--- src/rtl/inst_decoder_if.sv ---
// Handshake and decoded-control bundle between the instruction source,
// the decoder and the datapath.
interface inst_decoder_if #(
  parameter int OPCODE_W  = 5,
  parameter int OPERAND_W = 11
);
  logic                 in_valid;
  logic [15:0]          in_instr;
  logic                 in_ready;
  logic                 out_ready;
  logic                 out_valid;
  logic [OPCODE_W-1:0]  out_opcode;
  logic [OPERAND_W-1:0] out_operand;
  logic [1:0]           out_sel_a;
  logic                 out_sel_b;
  logic                 out_alu_sub;
  logic                 out_wr_acc;
  logic                 out_wr_ram;
  logic                 out_illegal;

  // Instruction source / datapath side
  modport master (
    output in_valid, in_instr, out_ready,
    input  in_ready, out_valid, out_opcode, out_operand, out_sel_a,
           out_sel_b, out_alu_sub, out_wr_acc, out_wr_ram, out_illegal
  );

  // Decoder side
  modport slave (
    input  in_valid, in_instr, out_ready,
    output in_ready, out_valid, out_opcode, out_operand, out_sel_a,
           out_sel_b, out_alu_sub, out_wr_acc, out_wr_ram, out_illegal
  );
endinterface

--- src/rtl/inst_decoder.sv ---
// Single-stage instruction decoder: registers one instruction word per
// transfer, turns its opcode into datapath control strobes, and stops
// accepting words once an HLT has been taken.
module inst_decoder #(
  parameter int OPCODE_W  = 5,
  parameter int OPERAND_W = 11
) (
  input  logic              clk,
  input  logic              rst_n,
  inst_decoder_if.slave     bus,
  output logic              halted,
  output logic [15:0]       inst_count
);

  typedef enum logic {RUN, HALTED} state_t;

  localparam logic [OPCODE_W-1:0] OP_HLT  = OPCODE_W'(0);
  localparam logic [OPCODE_W-1:0] OP_STO  = OPCODE_W'(1);
  localparam logic [OPCODE_W-1:0] OP_LD   = OPCODE_W'(2);
  localparam logic [OPCODE_W-1:0] OP_LDI  = OPCODE_W'(3);
  localparam logic [OPCODE_W-1:0] OP_ADD  = OPCODE_W'(4);
  localparam logic [OPCODE_W-1:0] OP_ADDI = OPCODE_W'(5);
  localparam logic [OPCODE_W-1:0] OP_SUB  = OPCODE_W'(6);
  localparam logic [OPCODE_W-1:0] OP_SUBI = OPCODE_W'(7);

  state_t               state, state_next;
  logic                 transfer;
  logic [OPCODE_W-1:0]  in_opcode;
  logic [OPERAND_W-1:0] in_operand;

  logic [1:0]           dec_sel_a;
  logic                 dec_sel_b, dec_alu_sub, dec_wr_acc, dec_wr_ram, dec_illegal;

  logic                 valid_q;
  logic [OPCODE_W-1:0]  opcode_q;
  logic [OPERAND_W-1:0] operand_q;
  logic [1:0]           sel_a_q;
  logic                 sel_b_q, alu_sub_q, wr_acc_q, wr_ram_q, illegal_q;

  assign in_opcode  = bus.in_instr[15 -: OPCODE_W];
  assign in_operand = bus.in_instr[OPERAND_W-1:0];

  // A word may enter only while running and the output slot is empty or draining
  assign bus.in_ready = (!valid_q || bus.out_ready) && (state == RUN);
  assign transfer     = bus.in_valid && bus.in_ready;

  // Translate the incoming opcode into control strobes; unknown opcodes give all-zero controls
  always_comb begin
    dec_sel_a   = 2'b00;
    dec_sel_b   = 1'b0;
    dec_alu_sub = 1'b0;
    dec_wr_acc  = 1'b0;
    dec_wr_ram  = 1'b0;
    dec_illegal = 1'b0;
    case (in_opcode)
      OP_HLT:  dec_illegal = 1'b0;
      OP_STO:  dec_wr_ram  = 1'b1;
      OP_LD:   dec_wr_acc  = 1'b1;
      OP_LDI:  begin dec_sel_a = 2'b01; dec_wr_acc = 1'b1; end
      OP_ADD:  begin dec_sel_a = 2'b10; dec_wr_acc = 1'b1; end
      OP_ADDI: begin dec_sel_a = 2'b10; dec_sel_b = 1'b1; dec_wr_acc = 1'b1; end
      OP_SUB:  begin dec_sel_a = 2'b10; dec_alu_sub = 1'b1; dec_wr_acc = 1'b1; end
      OP_SUBI: begin dec_sel_a = 2'b10; dec_sel_b = 1'b1; dec_alu_sub = 1'b1; dec_wr_acc = 1'b1; end
      default: dec_illegal = 1'b1;
    endcase
  end

  // Taking an HLT word is the only way into HALTED, and only reset leaves it
  always_comb begin
    state_next = state;
    if (state == RUN && transfer && in_opcode == OP_HLT)
      state_next = HALTED;
  end

  // State register
  always_ff @(posedge clk or negedge rst_n) begin
    if (!rst_n) state <= RUN;
    else        state <= state_next;
  end

  // Output slot: load on transfer, empty on drain, otherwise hold
  always_ff @(posedge clk or negedge rst_n) begin
    if (!rst_n) begin
      valid_q   <= 1'b0;
      opcode_q  <= '0;
      operand_q <= '0;
      sel_a_q   <= 2'b00;
      sel_b_q   <= 1'b0;
      alu_sub_q <= 1'b0;
      wr_acc_q  <= 1'b0;
      wr_ram_q  <= 1'b0;
      illegal_q <= 1'b0;
    end else if (transfer) begin
      valid_q   <= 1'b1;
      opcode_q  <= in_opcode;
      operand_q <= in_operand;
      sel_a_q   <= dec_sel_a;
      sel_b_q   <= dec_sel_b;
      alu_sub_q <= dec_alu_sub;
      wr_acc_q  <= dec_wr_acc;
      wr_ram_q  <= dec_wr_ram;
      illegal_q <= dec_illegal;
    end else if (valid_q && bus.out_ready) begin
      valid_q   <= 1'b0;
    end
  end

  // Saturating count of accepted words
  always_ff @(posedge clk or negedge rst_n) begin
    if (!rst_n)                              inst_count <= 16'h0000;
    else if (transfer && inst_count != 16'hFFFF) inst_count <= inst_count + 16'd1;
  end

  assign halted          = (state == HALTED);
  assign bus.out_valid   = valid_q;
  assign bus.out_opcode  = opcode_q;
  assign bus.out_operand = operand_q;
  assign bus.out_sel_a   = sel_a_q;
  assign bus.out_sel_b   = sel_b_q;
  assign bus.out_alu_sub = alu_sub_q;
  assign bus.out_wr_acc  = wr_acc_q;
  assign bus.out_wr_ram  = wr_ram_q;
  assign bus.out_illegal = illegal_q;

endmodule

--- src/flat_wrapper.sv ---
// flat-port wrapper written by rule: the top's interface ports become plain ports
module inst_decoder_flat 
#(
  parameter int OPCODE_W  = 5,
  parameter int OPERAND_W = 11
)
  (clk, rst_n, halted, inst_count, bus_in_valid, bus_in_instr, bus_out_ready, bus_in_ready, bus_out_valid, bus_out_opcode, bus_out_operand, bus_out_sel_a, bus_out_sel_b, bus_out_alu_sub, bus_out_wr_acc, bus_out_wr_ram, bus_out_illegal);
  inst_decoder_if #(.OPCODE_W(OPCODE_W), .OPERAND_W(OPERAND_W)) bus_i ();
  input  logic clk;
  input  logic rst_n;
  output logic halted;
  output logic [15:0] inst_count;
  input wire logic [$bits(bus_i.in_valid)-1:0] bus_in_valid;
  input wire logic [$bits(bus_i.in_instr)-1:0] bus_in_instr;
  input wire logic [$bits(bus_i.out_ready)-1:0] bus_out_ready;
  output wire logic [$bits(bus_i.in_ready)-1:0] bus_in_ready;
  output wire logic [$bits(bus_i.out_valid)-1:0] bus_out_valid;
  output wire logic [$bits(bus_i.out_opcode)-1:0] bus_out_opcode;
  output wire logic [$bits(bus_i.out_operand)-1:0] bus_out_operand;
  output wire logic [$bits(bus_i.out_sel_a)-1:0] bus_out_sel_a;
  output wire logic [$bits(bus_i.out_sel_b)-1:0] bus_out_sel_b;
  output wire logic [$bits(bus_i.out_alu_sub)-1:0] bus_out_alu_sub;
  output wire logic [$bits(bus_i.out_wr_acc)-1:0] bus_out_wr_acc;
  output wire logic [$bits(bus_i.out_wr_ram)-1:0] bus_out_wr_ram;
  output wire logic [$bits(bus_i.out_illegal)-1:0] bus_out_illegal;
  assign bus_i.in_valid = bus_in_valid;
  assign bus_i.in_instr = bus_in_instr;
  assign bus_i.out_ready = bus_out_ready;
  assign bus_in_ready = bus_i.in_ready;
  assign bus_out_valid = bus_i.out_valid;
  assign bus_out_opcode = bus_i.out_opcode;
  assign bus_out_operand = bus_i.out_operand;
  assign bus_out_sel_a = bus_i.out_sel_a;
  assign bus_out_sel_b = bus_i.out_sel_b;
  assign bus_out_alu_sub = bus_i.out_alu_sub;
  assign bus_out_wr_acc = bus_i.out_wr_acc;
  assign bus_out_wr_ram = bus_i.out_wr_ram;
  assign bus_out_illegal = bus_i.out_illegal;
  inst_decoder #(.OPCODE_W(OPCODE_W), .OPERAND_W(OPERAND_W)) u_core (.clk(clk), .rst_n(rst_n), .bus(bus_i), .halted(halted), .inst_count(inst_count));
endmodule
--- config.mk ---
export PLATFORM = sky130hd
export DESIGN_NAME = inst_decoder_flat
export DESIGN_NICKNAME = d
export VERILOG_FILES = /design/src/rtl/inst_decoder_if.sv /design/src/rtl/inst_decoder.sv /design/src/flat_wrapper.sv
export SDC_FILE = /design/constraint.sdc
export NUM_CORES = 1
export LEC_CHECK = 0
export ABC_AREA = 1
export CAP_MARGIN = 20
export CORE_MARGIN = 3
export CORE_UTILIZATION = 46
export CTS_CLUSTER_SIZE = 30
export DETAILED_ROUTE_END_ITERATION = 12
export HOLD_SLACK_MARGIN = 0.02
export PLACE_DENSITY = 0.79
export SLEW_MARGIN = 40
export SYNTH_ARGS = -nofsm -noshare
export SYNTH_HDL_FRONTEND = slang
export SYNTH_SLANG_ARGS = --single-unit
export TNS_END_PERCENT = 5
--- constraint.sdc ---
create_clock -name clk -period 1.9 [get_ports clk]
set_clock_uncertainty 0.15 [all_clocks]
set_input_delay 0.38 -clock clk [delete_from_list [all_inputs] [get_ports clk]]
set_output_delay 0.38 -clock clk [all_outputs]
set_load 0.1 [all_outputs]
After elaboration in Yosys (flattened, before gate mapping)
Cells that the tools add are included.
Widths: inputs -> output; s select.
{"block": "op_classes", "add_sub_neg": 1, "mul": 0, "div": 0, "order_cmp": 0, "eq_ne": 8, "shift": 0, "mux": 8, "bitwise_logic": 1, "n_reduce_logical": 15}
{"cell": "$eq 5x3->1 const B", "count": 4}
{"cell": "$add 16x1->16 const B", "count": 1}
{"cell": "$ne 16x16->1 const B", "count": 1}
{"cell": "$eq 5x2->1 const B", "count": 2}
{"cell": "$reduce_or 8->1", "count": 1}
{"cell": "$mux 1", "count": 7}
{"cell": "$logic_and 1x1->1", "count": 6}
{"cell": "$reduce_or 6->1", "count": 1}
{"cell": "$eq 5x1->1 const B", "count": 1}
{"cell": "$logic_not 5->1", "count": 1}
{"cell": "$pmux 2 s2", "count": 1}
{"cell": "$reduce_or 2->1", "count": 2}
{"cell": "$reduce_or 4->1", "count": 1}
{"cell": "$reduce_bool 2->1", "count": 1}
{"cell": "$logic_not 1->1", "count": 1}
{"cell": "$logic_or 1x1->1", "count": 1}
{"cell": "$not 1->1", "count": 1}
{"block": "totals", "reg_bits": 41, "latchBits": 0, "ramBits": 0, "romBits": 0, "input_bits": 20, "output_inout_bits": 42, "wordCells": 44, "mem_count": 0}

Logic depth before layout (Yosys ltp)
Gate-level depths: netlist (run 1).
{"block": "depth", "ltp_word": 6, "mapped_depth": 9, "mapped_depth_nobuf": 8}

Worst setup path after synthesis (run 1)
OpenSTA, ideal clock, no wires.
{"block": "synth_timing", "kind": "register -> register", "from": "register u_core.valid_q (netlist: u_core.bus.out_valid)", "to": "register u_core.inst_count[12]", "t_arrival_ns": 2.457, "slack_ns": -0.775, "stages_incl_launch_ff": 7, "n_path_buf": 1, "cell_sequence": "dfrtp_1 a21oi_2 nand2_4 nor2_4 buf_6 nand3b_2 nand2_1"}
{"block": "synth_between", "elab_chain_len": 5}
{"item": "start, declared", "line_no": "inst_decoder.sv:34", "source": "logic valid_q;"}
{"item": "start signal, assigned", "line_no": "inst_decoder.sv:84", "source": "valid_q <= 1'b0;"}
{"item": "start signal, assigned", "line_no": "inst_decoder.sv:94", "source": "valid_q <= 1'b1;"}
{"item": "start signal, assigned", "line_no": "inst_decoder.sv:104", "source": "valid_q <= 1'b0;"}
{"item": "$logic_not 1->1", "line_no": "inst_decoder.sv:44", "source": "assign bus.in_ready = (!valid_q || bus.out_ready) && (state == RUN);"}
{"item": "$logic_or 1x1->1", "line_no": "inst_decoder.sv:44"}
{"item": "$logic_and 1x1->1", "line_no": "inst_decoder.sv:44"}
{"item": "named net bus_in_ready", "line_no": "flat_wrapper.sv:16", "source": "output wire logic [$bits(bus_i.in_ready)-1:0] bus_in_ready;"}
{"item": "$logic_and 1x1->1", "line_no": "inst_decoder.sv:45", "source": "assign transfer = bus.in_valid && bus.in_ready;"}
{"item": "$logic_and 1x1->1", "line_no": "inst_decoder.sv:111", "source": "else if (transfer && inst_count != 16'hFFFF) inst_count <= inst_count + 16'd1;"}
{"item": "end signal, assigned", "line_no": "inst_decoder.sv:111"}
{"item": "end, declared", "line_no": "inst_decoder.sv:12", "source": "output logic [15:0] inst_count"}
The timed path passes the listed nets, and every way through them passes these cells.
A chain may end at the register's enable or synchronous reset.

Worst setup path after layout (run 1)
{"block": "layout_timing", "from": "input port bus_out_ready", "to": "output port bus_in_ready"}
{"block": "layout_between", "elab_chain_len": 2}
{"item": "start, declared", "line_no": "flat_wrapper.sv:15", "source": "input wire logic [$bits(bus_i.out_ready)-1:0] bus_out_ready;"}
{"item": "$logic_or 1x1->1", "line_no": "inst_decoder.sv:44"}
{"item": "$logic_and 1x1->1", "line_no": "inst_decoder.sv:44"}
{"item": "end, declared", "line_no": "flat_wrapper.sv:16"}
Every way passes these cells.

==> flow_summary_export.csv, run 1 <==
group,metric,value,unit
outcome,outcome,"complete, no violations",
sta,fin_crit,1.86,ns
setup_path,cp-end-kind,"output pin",
worst_hold_path,hp-class,"reg -> reg",
die,rows,23,
global_route,busiest_layer,"met2",
route,wirelength,5.53,mm
setup_path,startpoint_type,"input pin",
route,viasPerCell,5.11,
placed_design,placed_cells,377,
sta,relSlewSlack,65.3,%
power_and_ir_drop,power.leakage,0.00161,uW
layout,final_cells,386,
clock_tree,ctsHtreeMaxLevel,2,
sta,final-hold-violation-count,0,
setup_path,path_class,"in -> out",
sta,rsz0062_at_grt,"false",
global_route,grtUsageMet2,40.8,%
setup_path,critPathBufInv,3,
route,drc_errors,0,
placed_design,gp_congestion,0.846,
clock_tree,clk_pin_slew,0.07,ns
global_route,use_met1,26.0,%
synth,avgSynthCellArea,8.02,um2
die,die_w,72.3,um
sta,fin_crit_sh,97.8,%
clock_tree,cts_buffers,5,
layout,layout_commonest_cell,"nand2_1",
layout,num-nets-final,356,
clock_tree,cts_tree,"done",
placed_design,dpl_worst_slack,-0.0855,ns
route,first_pass_iters,4,
job,cap_violations,0,
global_route,grt_max_degree,29,
clock_tree,cts_resized,0,
synth,yosysSeqAreaShare,50.8,%
clock_tree,clock-sinks,41,
die,dieArea,5220,um2
layout,antennaDiodeCount,0,
setup_path,required,1.37,ns
die,num_io_pins,62,
power_and_ir_drop,powerDensity,530,nW/um2
route,drtAntennaViolNets,0,
clock_tree,ctsRootBufferMaster,"clkbuf_8",
route,drt_iter0_markers,115,
layout,nFillCells,223,
setup_path,slowest_delay,0.45,ns
setup_path,critPathSlowestCell,"clkdlybuf4s50_1",
sta,fmax,0.538,GHz
setup_path,cp_max_fo,2,
global_route,grt_use_total,22.1,%
clock_tree,clock_path_buffers,2,
layout,layout_common_cells,"108 x nand2_1, 46 x buf_12, 34 x dfrtp_1",
synth,yosysUniqueCellTypes,23,
global_route,use_met3,4.16,%
global_route,grt_pass1_vias,1970,
placed_design,portBuffers,61,
synth,synthesis.nets,273,
sta,setup_viol,0,
route,post_drt_wl_per_cell,14.3,um
sta,worst_slew_pin_slew,0.520,ns
setup_path,cp_top_family,"buffers and inverters",
global_route,antenna_found_initial,0,
placed_design,hpwlAfterDp,4.34,mm
synth,yosys_warnings,0,
setup_path,crit_chain,"clkdlybuf4s50_1, inv_1, a21oi_4, buf_12",
global_route,grt_pass1_wl,9.09,mm
power_and_ir_drop,ir_worst_vdd,0.431,mV
layout,layout-drive-gt1-share,28.9,%
layout,utilization,82.9,%
die,die-height,72.3,um
synth,synth-seq-cells,41,
die,start_util,49.1,%
synth,syn_inst,252,
global_route,overflow,0,
setup_path,critical_path_arrival,1.33,ns
clock_tree,post-cts-setup-buffers,0,
route,vias,1972,
sta,slew_violations,0,
clock_tree,clk_latency,0.29,ns
layout,area_growth,68.7,%
sta,fin_ws,0.0426,ns
die,core,4120,um2
sta,holdWs,0.392,ns
power_and_ir_drop,total_power,1810,uW
synth,synth_area,2020,um2
==> power breakdown <==
| group | total, uW | leakage (uW) | internal (uW) | switching [uW] |
|---|---|---|---|---|
| Sequential | 895 | 0.000541 | 883 | 12.2 |
| Clock | 679 | 0.0000552 | 390 | 289 |
| Combinational | 232 | 0.00101 | 95.8 | 136 |
| Total | 1810 | 0.00161 | 1370 | 438 |
==> final timing paths <==
check	from	endpoint	slack [ns]	cells past startpoint
setup / recovery	bus_out_ready	bus_in_ready	0.04	4
hold / removal	u_core.bus.out_operand[5]$_DFFE_PN0P_	u_core.bus.out_operand[5]$_DFFE_PN0P_	0.39	2
setup reg to reg	u_core.inst_count[0]$_DFFE_PN0P_	u_core.inst_count[5]$_DFFE_PN0P_	0.20	6
hold reg to reg	u_core.bus.out_operand[5]$_DFFE_PN0P_	u_core.bus.out_operand[5]$_DFFE_PN0P_	0.39	2
max in group asynchronous	rst_n	u_core.inst_count[11]$_DFFE_PN0P_	0.70	3
min in group asynchronous	rst_n	u_core.bus.out_sel_b$_DFFE_PN0P_	0.42	2
==> logic make-up after synthesis <==
group | Yosys count | share of synthesized area [%]
buffers and inverters | 27 | 5.88
adders and majority gates | 1 | 0.619
and+or+nand+nor | 157 | 33.7
xor gates and xnor gates | 6 | 2.60
DFF | 41 | 50.8
AOI/OAI and AO/OA | 20 | 6.44
==> what timing repair did <==
item / in CTS / in global routing
hold buffers: 1 / 0
setup endpoints to repair: 0 / 1
endpoints found under the hold margin: 18 / 0
==> final cells by class <==
| cell class | instances | area (um2) | share of cell area, % |
|---|---|---|---|
| tap | 50 | 62.6 | 1.83 |
| sequential | 41 | 1040 | 30.4 |
| clock inverter | 2 | 35.0 | 1.03 |
| inverter | 20 | 75.1 | 2.20 |
| multi-input combinational | 184 | 883 | 25.9 |
| clock buffer | 6 | 72.6 | 2.13 |
| timing repair buffer | 83 | 1240 | 36.5 |
==> through the flow <==
step	TNS (ns)	instance area (um2)
6_report	0	3410
5_1_grt	0	3410
4_1_cts	0	3410
3_5_place_dp	-0.173	3290
3_3_place_gp	0	3290
2_1_floorplan	-4.78	2040
==> sequential cells by signal, indices dropped and copies added (netlist names) <==
name and flops:
u_core.bus.out_wr_acc 1, u_core.bus.out_sel_b 1, u_core.bus.out_illegal 1, u_core.bus.out_valid 1, u_core.bus.out_wr_ram 1, u_core.halted 1, u_core.inst_count 16, u_core.bus.out_operand 11
u_core.bus.out_sel_a 2, u_core.bus.out_alu_sub 1, u_core.bus.out_opcode 5
==> layer usage <==
layer | routed length, um | vias to the layer above | share of wire, %
met3 | 262 | 11 | 4.7
met4 | 78 | 0 | 1.4
met1 | 2150 | 941 | 39
met2 | 3030 | 60 | 55
met5 | 0 | - | 0
li1 | - | 960 | -
==> worst reg2reg max path, delay by kind of cell (launching register included) <==
kind	cells	cell delay [ns]
AO/OA/AOI/OAI	2	0.63
flip-flops	1	0.36
AND/OR/NAND/NOR	2	0.19
adder cells (fa/ha/maj)	1	0.18
buffers and inverters	1	0.06
==> cell usage after synthesis <==
library cell  number  area share, %
nor2_2             3           0.93
and3_1             1           0.31
o21ai_1            1           0.25
a21oi_2            1           0.43
nand3_1           11            2.7
nand3b_2           1           0.56
nand4_1           10            3.1
dfrtp_1           41             51
nor2_1            14            2.6
xor2_1             2           0.87
nand2_4            1           0.56
xnor2_1            4            1.7
buf_6              2            1.1
nand2_1          108             20
inv_1             20            3.7
nor3_1             2           0.50
o21ai_0           11            2.7
nand2_2            4            1.2
nor2_4             2            1.1
buf_2              2           0.50
ha_1               1           0.62
clkbuf_1           3           0.56
o21ai_2            7            3.0
No activity file was read; power rests on OpenSTA's default activity.
==> inputs of run 2 (changes only) <==
==> constraint.sdc (replaced) <==
create_clock -name clk -period 1.86 [get_ports clk]
set_clock_uncertainty 0.15 [all_clocks]
set_input_delay 0.372 -clock clk [delete_from_list [all_inputs] [get_ports clk]]
set_output_delay 0.372 -clock clk [all_outputs]
set_load 0.1 [all_outputs]
==> run 2 against run 1 <==
Clock power increased by 12%. Sequential cell count unchanged. Count of clock-buffer cells in the layout unchanged. Cell count increased by 0.78%. Hold slack improved by 0.0056 ns. Setup slack improved by 0.0067 ns. Critical path depth unchanged. Wire length increased by 2.5%. Critical endpoint unchanged. Largest cell class unchanged. Highest routed layer unchanged.
==> flow_summary_export.csv, run 2 (synthesis results as in run 1) <==
group,metric,value,unit
outcome,outcome,"complete, no violations",
setup_path,required,1.34,ns
route,first_pass_iters,4,
die,die-height,72.3,um
layout,seq_area,1040,um2
global_route,antenna_found_initial,0,
setup_path,startpoint_type,"input pin",
sta,fin_crit_sh,97.3,%
power_and_ir_drop,p_sw,474,uW
route,drt_iter0_markers,168,
route,vias,1995,
global_route,overflow,0,
route,drc_errors,0,
setup_path,critical_path_arrival,1.29,ns
clock_tree,clock_path_buffers,2,
worst_hold_path,holdPathStages,2,
layout,num-nets-final,359,
power_and_ir_drop,share_seq_of_total_power,47.9,%
clock_tree,clk_latency,0.29,ns
setup_path,reg2regPathDepth,10,
sta,slew_violations,0,
worst_hold_path,hp-class,"reg -> reg",
setup_path,cp-end-kind,"output pin",
sta,rsz0062_at_grt,"false",
clock_tree,post-cts-setup-buffers,0,
sta,fin_ws,0.0493,ns
sta,setup_viol,0,
layout,nFillCells,225,
die,core,4120,um2
layout,layout-drive-gt1-share,29.8,%
layout,largest_reg_flops,16,
placed_design,dpl_worst_slack,-0.00144,ns
power_and_ir_drop,power.internal,1430,uW
die,dieArea,5220,um2
power_and_ir_drop,p_comb_share,12.3,%
layout,multiInputGateArea,891,um2
power_and_ir_drop,power.leakage,0.00163,uW
power_and_ir_drop,netSwitchingFraction,24.8,%
global_route,grt_pass1_vias,2021,
sta,holdWs,0.397,ns
power_and_ir_drop,powerDensity,555,nW/um2
sta,final-hold-violation-count,0,
clock_tree,clk_pin_slew,0.08,ns
power_and_ir_drop,ir_worst_vdd,0.485,mV
route,wirelength,5.67,mm
setup_path,path_class,"in -> out",
layout,area_growth,70.2,%
placed_design,gp_congestion,0.840,
global_route,grt_use_total,23.7,%
placed_design,hpwlAfterDp,4.11,mm
sta,fin_crit,1.81,ns
layout,layout_common_cells,"108 x nand2_1, 45 x buf_12, 34 x dfrtp_1",
clock_tree,cts_buffers,5,
die,num_io_pins,62,
sta,relSlewSlack,55.0,%
clock_tree,ctsRootBufferMaster,"clkbuf_8",
layout,regMostFlops,"u_core.inst_count",
route,post_drt_wl_per_cell,14.6,um
layout,layout_commonest_cell,"nand2_1",
route,viasPerCell,5.13,
layout,antennaDiodeCount,0,
clock_tree,clock-sinks,41,
die,rows,23,
route,drtAntennaViolNets,0,
job,cap_violations,0,
die,start_util,49.1,%
clock_tree,cts_tree,"done",
sta,worst_slew_pin_slew,0.676,ns
die,die_w,72.3,um
sta,fmax,0.552,GHz
setup_path,cp_max_fo,2,
power_and_ir_drop,power_frac_clock,39.8,%
placed_design,portBuffers,61,
layout,utilization,83.6,%
global_route,grt_max_degree,31,
clock_tree,ctsHtreeMaxLevel,2,
global_route,grt_pass1_wl,9.47,mm
sta,finalSetupTns,0,ns
-- run 2: cell types whose count changed in the layout (fill, tap and decap cells not counted), sizes merged --
cell and change:
buf +3, clkinv -1, clkinvlp +1
-- run 2: worst max-delay path, cell delays in order --
cell,delay (ns)
clkdlybuf4s50_1,0.45
inv_1,0.07
a21oi_4,0.19
buf_12,0.20
-- run 2: cell type report --
type / instances / share of cell area [%]
tap: 50 / 1.82
timing repair buffer: 86 / 36.4
multi-input combinational: 184 / 25.9
clock buffer: 6 / 2.40
sequential: 41 / 30.2
inverter: 20 / 2.18
clock inverter: 2 / 1.09
-- run 2: power groups by stage --
stage / Sequential, uW / Combinational, uW / Clock, uW
5_1_grt: 914 / 248 / 797
2_1_floorplan: 1010 / 27.5 / 0
3_5_place_dp: 931 / 234 / 0
6_report: 913 / 235 / 760
3_3_place_gp: 930 / 229 / 0
4_1_cts: 913 / 236 / 766
-- run 2: final timing paths --
path                                                        from                               endpoint  slack, ns
setup / recovery                                   bus_out_ready                           bus_in_ready       0.05
setup reg to reg                u_core.inst_count[0]$_DFFE_PN0P_      u_core.inst_count[12]$_DFFE_PN0P_       0.16
hold reg to reg            u_core.bus.out_operand[5]$_DFFE_PN0P_  u_core.bus.out_operand[5]$_DFFE_PN0P_       0.40
hold / removal             u_core.bus.out_operand[5]$_DFFE_PN0P_  u_core.bus.out_operand[5]$_DFFE_PN0P_       0.40
min in group asynchronous                                  rst_n       u_core.inst_count[9]$_DFFE_PN0P_       0.50
max in group asynchronous                                  rst_n  u_core.bus.out_operand[1]$_DFFE_PN0P_       0.48
-- run 2: metal layers --
| layer | vias to the layer above | global-route usage [%] | wire, um |
|---|---|---|---|
| met4 | 0 | 8.77 | 119 |
| met3 | 11 | 5.54 | 291 |
| met5 | - | 0 | 0 |
| met2 | 73 | 40.4 | 2890 |
| met1 | 947 | 29.2 | 2370 |
| li1 | 964 | - | - |
-- run 2: repair_timing --
action                                 in CTS  in global routing
endpoints found under the hold margin      28                  0
setup endpoints to repair                   0                  2
resized for setup                           0                  1
hold buffers                                1                  0
-- run 2: metrics by stage --
stage               total power [uW]  instance area (um2)  cells
CTS                             1920                 3430    389
global route                    1960                 3440    389
finish                          1910                 3440    389
global placement                1160                 3300    380
floorplan                       1030                 2040    252
detailed placement              1160                 3300    380
